$ cat src/rtl/mem_stage_ctrl_if.sv
// Memory bus interface between the M-stage memory controller and the data memory.
//   mem_req   : bus request, driven from a register by the controller
//   mem_we    : write enable for the current request
//   mem_addr  : word address, bits [1:0] always zero
//   mem_wstrb : byte-lane write strobes
//   mem_wdata : store data, replicated across the lanes
//   mem_ack   : completion from memory, may arrive in the first request cycle
//   mem_rdata : read word, valid while mem_ack is high
// master modport: the controller. slave modport: the memory.
interface mem_stage_ctrl_if;
  logic        mem_req;
  logic        mem_we;
  logic [31:0] mem_addr;
  logic [3:0]  mem_wstrb;
  logic [31:0] mem_wdata;
  logic        mem_ack;
  logic [31:0] mem_rdata;

  modport master (
    output mem_req,
    output mem_we,
    output mem_addr,
    output mem_wstrb,
    output mem_wdata,
    input  mem_ack,
    input  mem_rdata
  );

  modport slave (
    input  mem_req,
    input  mem_we,
    input  mem_addr,
    input  mem_wstrb,
    input  mem_wdata,
    output mem_ack,
    output mem_rdata
  );
endinterface

$ cat src/rtl/mem_stage_ctrl.sv
// M-stage memory access controller.
// Accepts one load/store per access from the pipeline, checks alignment, runs a single
// request on the memory bus with an ack timeout, and returns aligned, extended load data
// for one cycle before going idle again.
// Ports:
//   clk, rst    : single clock, synchronous active-low reset
//   MemReadM    : load request          MemWriteM  : store request (wins if both set)
//   MemSizeM    : 00 byte, 01 half, 1x word
//   MemSignedM  : sign-extend byte/half loads
//   ALUResultM  : byte address          WriteDataM : right-justified store data
//   ReadDataM   : load result, non-zero only in the completion cycle
//   MemStallM   : stall request to the hazard unit
//   MisalignM   : one-cycle misaligned-access flag
//   BusErrM     : one-cycle bus timeout flag
//   bus         : memory bus, master side
module mem_stage_ctrl #(
  parameter int unsigned TIMEOUT = 255
) (
  input  logic                   clk,
  input  logic                   rst,
  input  logic                   MemReadM,
  input  logic                   MemWriteM,
  input  logic [1:0]             MemSizeM,
  input  logic                   MemSignedM,
  input  logic [31:0]            ALUResultM,
  input  logic [31:0]            WriteDataM,
  output logic [31:0]            ReadDataM,
  output logic                   MemStallM,
  output logic                   MisalignM,
  output logic                   BusErrM,
  mem_stage_ctrl_if.master       bus
);

  localparam int unsigned CntW = (TIMEOUT < 2) ? 1 : $clog2(TIMEOUT);
  // Counter value seen in the TIMEOUT-th request cycle.
  localparam logic [CntW-1:0] CntLast = CntW'(TIMEOUT - 1);

  localparam logic [1:0] StIdle = 2'd0;
  localparam logic [1:0] StReq  = 2'd1;
  localparam logic [1:0] StDone = 2'd2;

  logic [1:0]      state_q, state_d;
  logic [CntW-1:0] cnt_q, cnt_d;
  logic [31:0]     addr_q, addr_d;
  logic [1:0]      size_q, size_d;
  logic            sgn_q, sgn_d;
  logic            we_q, we_d;
  logic [3:0]      wstrb_q, wstrb_d;
  logic [31:0]     wdata_q, wdata_d;
  logic [31:0]     rdata_q, rdata_d;
  logic            buserr_q, buserr_d;

  logic        access;
  logic        aligned;
  logic        accept;
  logic        in_req;
  logic [3:0]  st_wstrb;
  logic [31:0] st_wdata;
  logic [7:0]  ld_byte;
  logic [15:0] ld_half;
  logic [31:0] ld_data;

  // Alignment check on the incoming pipeline access.
  always_comb begin
    access = MemReadM | MemWriteM;
    unique case (MemSizeM)
      2'b00:   aligned = 1'b1;
      2'b01:   aligned = ~ALUResultM[0];
      default: aligned = (ALUResultM[1:0] == 2'b00);
    endcase
    accept    = (state_q == StIdle) && access && aligned;
    MisalignM = (state_q == StIdle) && access && !aligned;
  end

  // Store lane placement, computed from the pipeline inputs at acceptance.
  always_comb begin
    unique case (MemSizeM)
      2'b00: begin
        st_wstrb = 4'b0001 << ALUResultM[1:0];
        st_wdata = {4{WriteDataM[7:0]}};
      end
      2'b01: begin
        st_wstrb = ALUResultM[1] ? 4'b1100 : 4'b0011;
        st_wdata = {2{WriteDataM[15:0]}};
      end
      default: begin
        st_wstrb = 4'b1111;
        st_wdata = WriteDataM;
      end
    endcase
    // Loads never strobe a lane.
    if (!MemWriteM) begin
      st_wstrb = 4'b0000;
    end
  end

  // Little-endian load lane extraction from the bus word, using the latched access.
  always_comb begin
    ld_byte = bus.mem_rdata[{addr_q[1:0], 3'b000} +: 8];
    ld_half = bus.mem_rdata[{addr_q[1], 4'b0000} +: 16];
    unique case (size_q)
      2'b00:   ld_data = {{24{sgn_q & ld_byte[7]}}, ld_byte};
      2'b01:   ld_data = {{16{sgn_q & ld_half[15]}}, ld_half};
      default: ld_data = bus.mem_rdata;
    endcase
  end

  // Next-state logic.
  always_comb begin
    state_d  = state_q;
    cnt_d    = cnt_q;
    addr_d   = addr_q;
    size_d   = size_q;
    sgn_d    = sgn_q;
    we_d     = we_q;
    wstrb_d  = wstrb_q;
    wdata_d  = wdata_q;
    rdata_d  = rdata_q;
    buserr_d = 1'b0;

    unique case (state_q)
      StIdle: begin
        // mem_ack is ignored here; only a new aligned access moves the FSM.
        if (accept) begin
          addr_d  = ALUResultM;
          size_d  = MemSizeM;
          sgn_d   = MemSignedM;
          we_d    = MemWriteM;
          wstrb_d = st_wstrb;
          wdata_d = st_wdata;
          cnt_d   = '0;
          rdata_d = '0;
          state_d = StReq;
        end
      end
      StReq: begin
        if (bus.mem_ack) begin
          rdata_d = we_q ? 32'h0 : ld_data;
          state_d = StDone;
        end else if (cnt_q == CntLast) begin
          rdata_d  = 32'h0;
          buserr_d = 1'b1;
          state_d  = StDone;
        end else begin
          cnt_d = cnt_q + CntW'(1);
        end
      end
      StDone: begin
        // Completion cycle; a pending access waits for the following idle cycle.
        rdata_d = 32'h0;
        state_d = StIdle;
      end
      default: begin
        state_d = StIdle;
      end
    endcase
  end

  always_ff @(posedge clk) begin
    if (!rst) begin
      state_q  <= StIdle;
      cnt_q    <= '0;
      addr_q   <= 32'h0;
      size_q   <= 2'b00;
      sgn_q    <= 1'b0;
      we_q     <= 1'b0;
      wstrb_q  <= 4'b0000;
      wdata_q  <= 32'h0;
      rdata_q  <= 32'h0;
      buserr_q <= 1'b0;
    end else begin
      state_q  <= state_d;
      cnt_q    <= cnt_d;
      addr_q   <= addr_d;
      size_q   <= size_d;
      sgn_q    <= sgn_d;
      we_q     <= we_d;
      wstrb_q  <= wstrb_d;
      wdata_q  <= wdata_d;
      rdata_q  <= rdata_d;
      buserr_q <= buserr_d;
    end
  end

  // Outputs. Bus fields come straight from registers and are zero outside a request.
  always_comb begin
    in_req        = (state_q == StReq);
    MemStallM     = accept || in_req;
    ReadDataM     = (state_q == StDone) ? rdata_q : 32'h0;
    BusErrM       = buserr_q;
    bus.mem_req   = in_req;
    bus.mem_we    = in_req & we_q;
    bus.mem_addr  = in_req ? {addr_q[31:2], 2'b00} : 32'h0;
    bus.mem_wstrb = in_req ? wstrb_q : 4'b0000;
    bus.mem_wdata = in_req ? wdata_q : 32'h0;
  end

endmodule
$ cat src/flat_wrapper.sv
// flat-port wrapper written by rule: the top's interface ports become plain ports
module mem_stage_ctrl_flat 
#(
  parameter int unsigned TIMEOUT = 255
)
  (clk, rst, MemReadM, MemWriteM, MemSizeM, MemSignedM, ALUResultM, WriteDataM, ReadDataM, MemStallM, MisalignM, BusErrM, bus_mem_req, bus_mem_we, bus_mem_addr, bus_mem_wstrb, bus_mem_wdata, bus_mem_ack, bus_mem_rdata);
  mem_stage_ctrl_if bus_i ();
  input  logic clk;
  input  logic rst;
  input  logic MemReadM;
  input  logic MemWriteM;
  input  logic [1:0] MemSizeM;
  input  logic MemSignedM;
  input  logic [31:0] ALUResultM;
  input  logic [31:0] WriteDataM;
  output logic [31:0] ReadDataM;
  output logic MemStallM;
  output logic MisalignM;
  output logic BusErrM;
  output wire logic [$bits(bus_i.mem_req)-1:0] bus_mem_req;
  output wire logic [$bits(bus_i.mem_we)-1:0] bus_mem_we;
  output wire logic [$bits(bus_i.mem_addr)-1:0] bus_mem_addr;
  output wire logic [$bits(bus_i.mem_wstrb)-1:0] bus_mem_wstrb;
  output wire logic [$bits(bus_i.mem_wdata)-1:0] bus_mem_wdata;
  input wire logic [$bits(bus_i.mem_ack)-1:0] bus_mem_ack;
  input wire logic [$bits(bus_i.mem_rdata)-1:0] bus_mem_rdata;
  assign bus_mem_req = bus_i.mem_req;
  assign bus_mem_we = bus_i.mem_we;
  assign bus_mem_addr = bus_i.mem_addr;
  assign bus_mem_wstrb = bus_i.mem_wstrb;
  assign bus_mem_wdata = bus_i.mem_wdata;
  assign bus_i.mem_ack = bus_mem_ack;
  assign bus_i.mem_rdata = bus_mem_rdata;
  mem_stage_ctrl #(.TIMEOUT(TIMEOUT)) u_core (.clk(clk), .rst(rst), .MemReadM(MemReadM), .MemWriteM(MemWriteM), .MemSizeM(MemSizeM), .MemSignedM(MemSignedM), .ALUResultM(ALUResultM), .WriteDataM(WriteDataM), .ReadDataM(ReadDataM), .MemStallM(MemStallM), .MisalignM(MisalignM), .BusErrM(BusErrM), .bus(bus_i));
endmodule
$ cat config.mk
export PLATFORM = sky130hd
export DESIGN_NAME = mem_stage_ctrl_flat
export DESIGN_NICKNAME = d
export VERILOG_FILES = /design/src/rtl/mem_stage_ctrl_if.sv /design/src/rtl/mem_stage_ctrl.sv /design/src/flat_wrapper.sv
export SDC_FILE = /design/constraint.sdc
export NUM_CORES = 1
export LEC_CHECK = 0
export CORE_UTILIZATION = 27
export DETAILED_ROUTE_END_ITERATION = 10
export SYNTH_ARGS = -nofsm -noshare
export SYNTH_HDL_FRONTEND = slang
export SYNTH_SLANG_ARGS = --single-unit
$ cat constraint.sdc
create_clock -name clk -period 2.19 [get_ports clk]
set_input_delay 0.3285 -clock clk [delete_from_list [all_inputs] [get_ports clk]]
set_output_delay 0.3285 -clock clk [all_outputs]
set_load 0.03 [all_outputs]
### Yosys cells after proc, flatten, opt, wreduce, memory -nomap -nowiden

Index checks and enable logic that the tools add are counted.

* input bits: 104
* flip-flop bits (word level): 115
* word-level logic and storage cells: 70

* reduce and logical (&&, ||, !) cells: 16
* eq/ne operators: 9
* add/subtract/negate cells: 1
* multiplexer cells: 24
* bitwise logic cells: 7
* shifts and indexed selects: 3

Operators with widths (count)
* $mux W32: 7
* $pmux W32 S2: 2
* $pmux W32 S3: 1
* $shiftx A32 B6 Y16: 1
* $shiftx A32 B6 Y8: 1
* $mux W8: 3
* $pmux W8 S2: 1
* $mux W4: 3
* $add A8 B1 Y8 const B: 1
* $eq A8 B8 Y1 const B: 1
* $logic_not A2 Y1: 4
* $pmux W4 S2: 1
* $eq A2 B1 Y1 const B: 3
* $mux W2: 3
* $ne A2 B2 Y1 const B: 2
* $pmux W2 S2: 1
* $reduce_and A2 Y1: 2
* $reduce_and A4 Y1: 1
* $shl A1 B2 Y4 const A: 1
* $and A1 B1 Y1: 3
* $logic_and A1 B1 Y1: 3
* $ne A3 B1 Y1 const B: 1
* $not A1 Y1: 3
* $reduce_and A3 Y1: 1
* other kinds (10): 10

### Longest topological paths before layout

* depth in word-level cells: 6
* mapped depth: 7

### Least setup slack after synthesis

No wires, ideal clock.

* path kind: in2out
* from: in ALUResultM[0]
* to: out MemStallM
* data arrival time: 1619 ps
* path slack: 242 ps
* cell stages on the path: 5
* required time: 1862 ps
* buffers on the path: 2
* cell sequence: o21a_4 > or4_4 > buf_6 > clkbuf_1 > nand2_1

* word-level cells in the longest chain between the ends: 4

RTL lines
* from (decl): RTL line flat_wrapper.sv:14 `input logic [31:0] ALUResultM;`
* $logic_not A2 Y1 or $not A1 Y1 (tied branches): RTL line mem_stage_ctrl.sv:69, mem_stage_ctrl.sv:68
* $pmux W1 S2 (*): RTL line mem_stage_ctrl.sv:66 `unique case (MemSizeM)`
* $logic_and A1 B1 Y1 (*): RTL line mem_stage_ctrl.sv:71 `accept = (state_q == StIdle) && access && aligned;`
* $logic_or A1 B1 Y1 (*): RTL line mem_stage_ctrl.sv:188 `MemStallM = accept || in_req;`
* to (decl): RTL line flat_wrapper.sv:17 `output logic MemStallM;`

Mark *: on every way between the ends. The rest lies on a longest branch, timed or not.

### Final worst setup path

Ends and elaborated chain as after synthesis.

==> flow_summary_export.csv <==
group,metric,value,unit
status,status,"complete, no violations",
routing,wl_per_cell,14.99,microns
clocking,htree_levels,4,
floorplanning,start_util,27.50,%
sta,slew_viol_final,0,
sta,max_slew.worst_pin.slew,1153,ps
logic_synthesis,yosys.area_share.simple,26.69,%
logic_synthesis,async_flop_share,0,%
logic_synthesis,ys_ff_latch,115,
routing,vias,5630,
sta,rsz0062_at_grt,"false",
logic_synthesis,synth_top_area_share,39.83,%
setup_path,endpoint_kind,"primary output",
logic_synthesis,synth-compound-area-share,21.62,%
clocking,cts-root-buf,"clkbuf_16",
routing,vias_per_cell,4.676,
sta,fin_crit,2156,ps
clocking,clk_latency,420,ps
logic_synthesis,synth_adder_area_share,0.4329,%
routing,firstDrtPassIters,4,
floorplanning,coreArea,21020,sq um
cells_and_area,final_util,41.25,%
logic_synthesis,postSynthAreaPerCell,8.073,sq um
floorplanning,io_pins,209,
pwr,leakage,0.003488,uW
clocking,postCtsSetupRepairBufs,0,
setup_path,cp_slowest_cell,"or4_4",
logic_synthesis,synth_top_family_by_area,"simple AND/OR/NAND/NOR gates",
routing,ant_nets,0,
cells_and_area,area_delta_synth_final,50.00,%
logic_synthesis,yosysSeqAreaShare,39.83,%
sta,finalClockSkew,9.256,ps
setup_path,worst-path-max-fanout,7,
logic_synthesis,netlist_instances,716,
global_routing,overflow,0,
sta,finalCritPeriodShare,98.46,%
placement,place_congestion,0.8026,
global_routing,grt_max_degree,76,
routing,drcViolationCount,0,
logic_synthesis,synth_top_flop_cell,"dfxtp_1",
sta,hold_viol,0,
logic_synthesis,synth_xor_area_share,0,%
global_routing,grt_pass1_wl,28.39,mm
global_routing,grt_pass1_vias,5271,
global_routing,antenna_found_initial,0,
logic_synthesis,muxShareOfSynthArea,6.255,%
routing,drtIter0Drc,250,
setup_path,critical_path_arrival,1830,ps
placement,port_buffers,206,
floorplanning,die_w,148.3,microns
placement,place_hpwl,12.56,mm
job,max_cap_violations,0,
setup_path,worstReg2RegStart,"u_core.cnt_q[1]",
logic_synthesis,syn_area,5781,sq um
logic_synthesis,yosysWarnings,0,
pwr,cellPowerDensity,722.7,nW/um^2
logic_synthesis,synth_area_leaders,"dfxtp_1 (40%), and2_1 (11%), nand2_1 (8.6%)",
cells_and_area,nets,1022,
sta,setup_tns,0,ps
setup_path,critPathRequiredTime,1860,ps
setup_path,critical_path.startpoint_type,"primary input",
sta,setup_violations,0,
setup_path,path_class,"in2out",
clocking,hold_buffers,0,
cells_and_area,antennaDiodeCount,0,
logic_synthesis,ys_types,49,
pwr,vdd_drop_max,0.4801,mV
routing,routed_wl,18.05,mm
logic_synthesis,synth_largest_area_cell,"dfxtp_1",
cells_and_area,layout-drive-gt1-share,20.45,%
clocking,cts_tree,"built",
clocking,clk_pin_slew_worst_paths,50,ps
floorplanning,fp-row-count,53,
min_path,min_from,"u_core.addr_q[29]",
min_path,hp-class,"reg2reg",
sta,fmax,463.8,MHz
clocking,cts.sinks,115,
setup_path,critPathMaxStageDelay,530,ps
sta,slew_headroom,22.84,%
floorplanning,die-area,22000,sq um
global_routing,grt_use_total,16.51,%
floorplanning,die_h,148.3,microns
setup_path,crit_path_cell_trace,"clkdlybuf4s50_1 -> o21a_4 -> or4_4 -> nand2_1 -> buf_4",
logic_synthesis,synth_edf_count,0,
clocking,numCtsBuffers,17,
clocking,clock_path_buffers,2,
setup_path,crit_path_start,"ALUResultM[0]",
-- worst max-delay path, delay by kind of cell --
| family | cells | cell delay (ps) |
|---|---|---|
| AND/OR/NAND/NOR | 2 | 640 |
| AO/OA/AOI/OAI | 1 | 240 |
| buffers and inverters | 2 | 620 |
-- layer usage --
layer | routed length (microns) | global-route usage (%) | share of wire [%] | vias up
li1 | - | - | - | 2861
met1 | 8035 | 19.98 | 45 | 2571
met2 | 8190 | 26.43 | 45 | 170
met3 | 1329 | 5.982 | 7.4 | 28
met4 | 489 | 6.701 | 2.7 | 0
met5 | 0 | 0 | 0 | -
-- cell usage in the layout (no fill, tap or decap), types with 24 or more instances in the layout --
cell / instances
dfxtp_1: 115
o2bb2ai_1: 24
mux2i_1: 26
nand2_1: 133
o21ai_0: 33
clkdlybuf4s50_1: 104
nor2_1: 24
and2_1: 99
a21oi_1: 85
buf_4: 127
-- Yosys cell counts (2+ instances only) --
cell type / instances
a211oi_1: 9
nor4_4: 2
mux2i_1: 26
inv_2: 2
nand2_1: 133
o211ai_1: 3
buf_2: 11
nand4_1: 2
mux2_2: 9
a21oi_1: 85
a2111o_1: 5
dfxtp_1: 115
a311oi_1: 8
buf_4: 2
o2111ai_1: 4
nand2b_1: 18
inv_1: 7
nor2_1: 24
buf_6: 2
a32o_1: 7
clkbuf_1: 44
o21ai_0: 33
nand3_1: 8
nor2b_1: 10
and2_1: 99
o2bb2ai_1: 24
ha_1: 2
-- cell families after synthesis --
logic type,Yosys count
AOI/OAI and AO/OA,190
adders and majority gates,2
buffers and inverters,69
DFF,115
muxes,35
other,1
and+or+nand+nor,304
-- metrics by stage --
step | power (uW) | worst slack, ps | cell area (sq um) | hold WS, ps | instances
finish | 6266 | 33.72 | 8671 | 447.6 | 1204
global route | 6578 | 1.650 | 8671 | 457.0 | 1204
CTS | 6370 | 5.346 | 8655 | 438.9 | 1204
detailed placement | 3335 | -80.73 | 8019 | 440.4 | 1172
global placement | 3329 | -51.49 | 8019 | 437.6 | 1172
floorplan | 2874 | 242.4 | 5784 | 405.5 | 717
-- final cells by class --
type / instances / area [sq um]
Timing Repair Buffer: 240 / 2161
Multi-Input combinational cell: 533 / 3197
Fill cell: 2149 / 12350
Tap cell: 275 / 344.1
Inverter: 9 / 33.78
Clock inverter: 15 / 207.7
Sequential cell: 115 / 2302
Clock buffer: 17 / 425.4
-- repair_timing --
| item | in CTS | in global routing |
|---|---|---|
| gates resized for setup | 1 | 4 |
| setup endpoints to repair | 31 | 32 |
| pin swaps | 0 | 0 |
-- final timing paths --
check	endpoint	slack (ps)	cells after the start
worst max register to register	u_core.rdata_q[7]	240	6
worst min register to register	u_core.addr_q[29]	450	2
worst min-delay path	u_core.addr_q[29]	450	2
worst max-delay path	MemStallM	30	5
-- sequential cells by signal, summed over array words and instances (netlist names) --
| signal | cells |
|---|---|
| u_core.sgn_q | 1 |
| u_core.cnt_q | 8 |
| u_core.BusErrM | 1 |
| u_core.wdata_q | 32 |
| u_core.we_q | 1 |
| u_core.state_q | 2 |
| u_core.wstrb_q | 4 |
| u_core.addr_q | 32 |
| u_core.size_q | 2 |
| u_core.rdata_q | 32 |
-- where the power goes --
part	total, uW	internal, uW	switching [uW]
Clock	2980	1910	1060
Combinational	1030	466	561
Sequential	2260	2210	53.1
Total	6270	4590	1680
(Power assumes the default switching activity.)
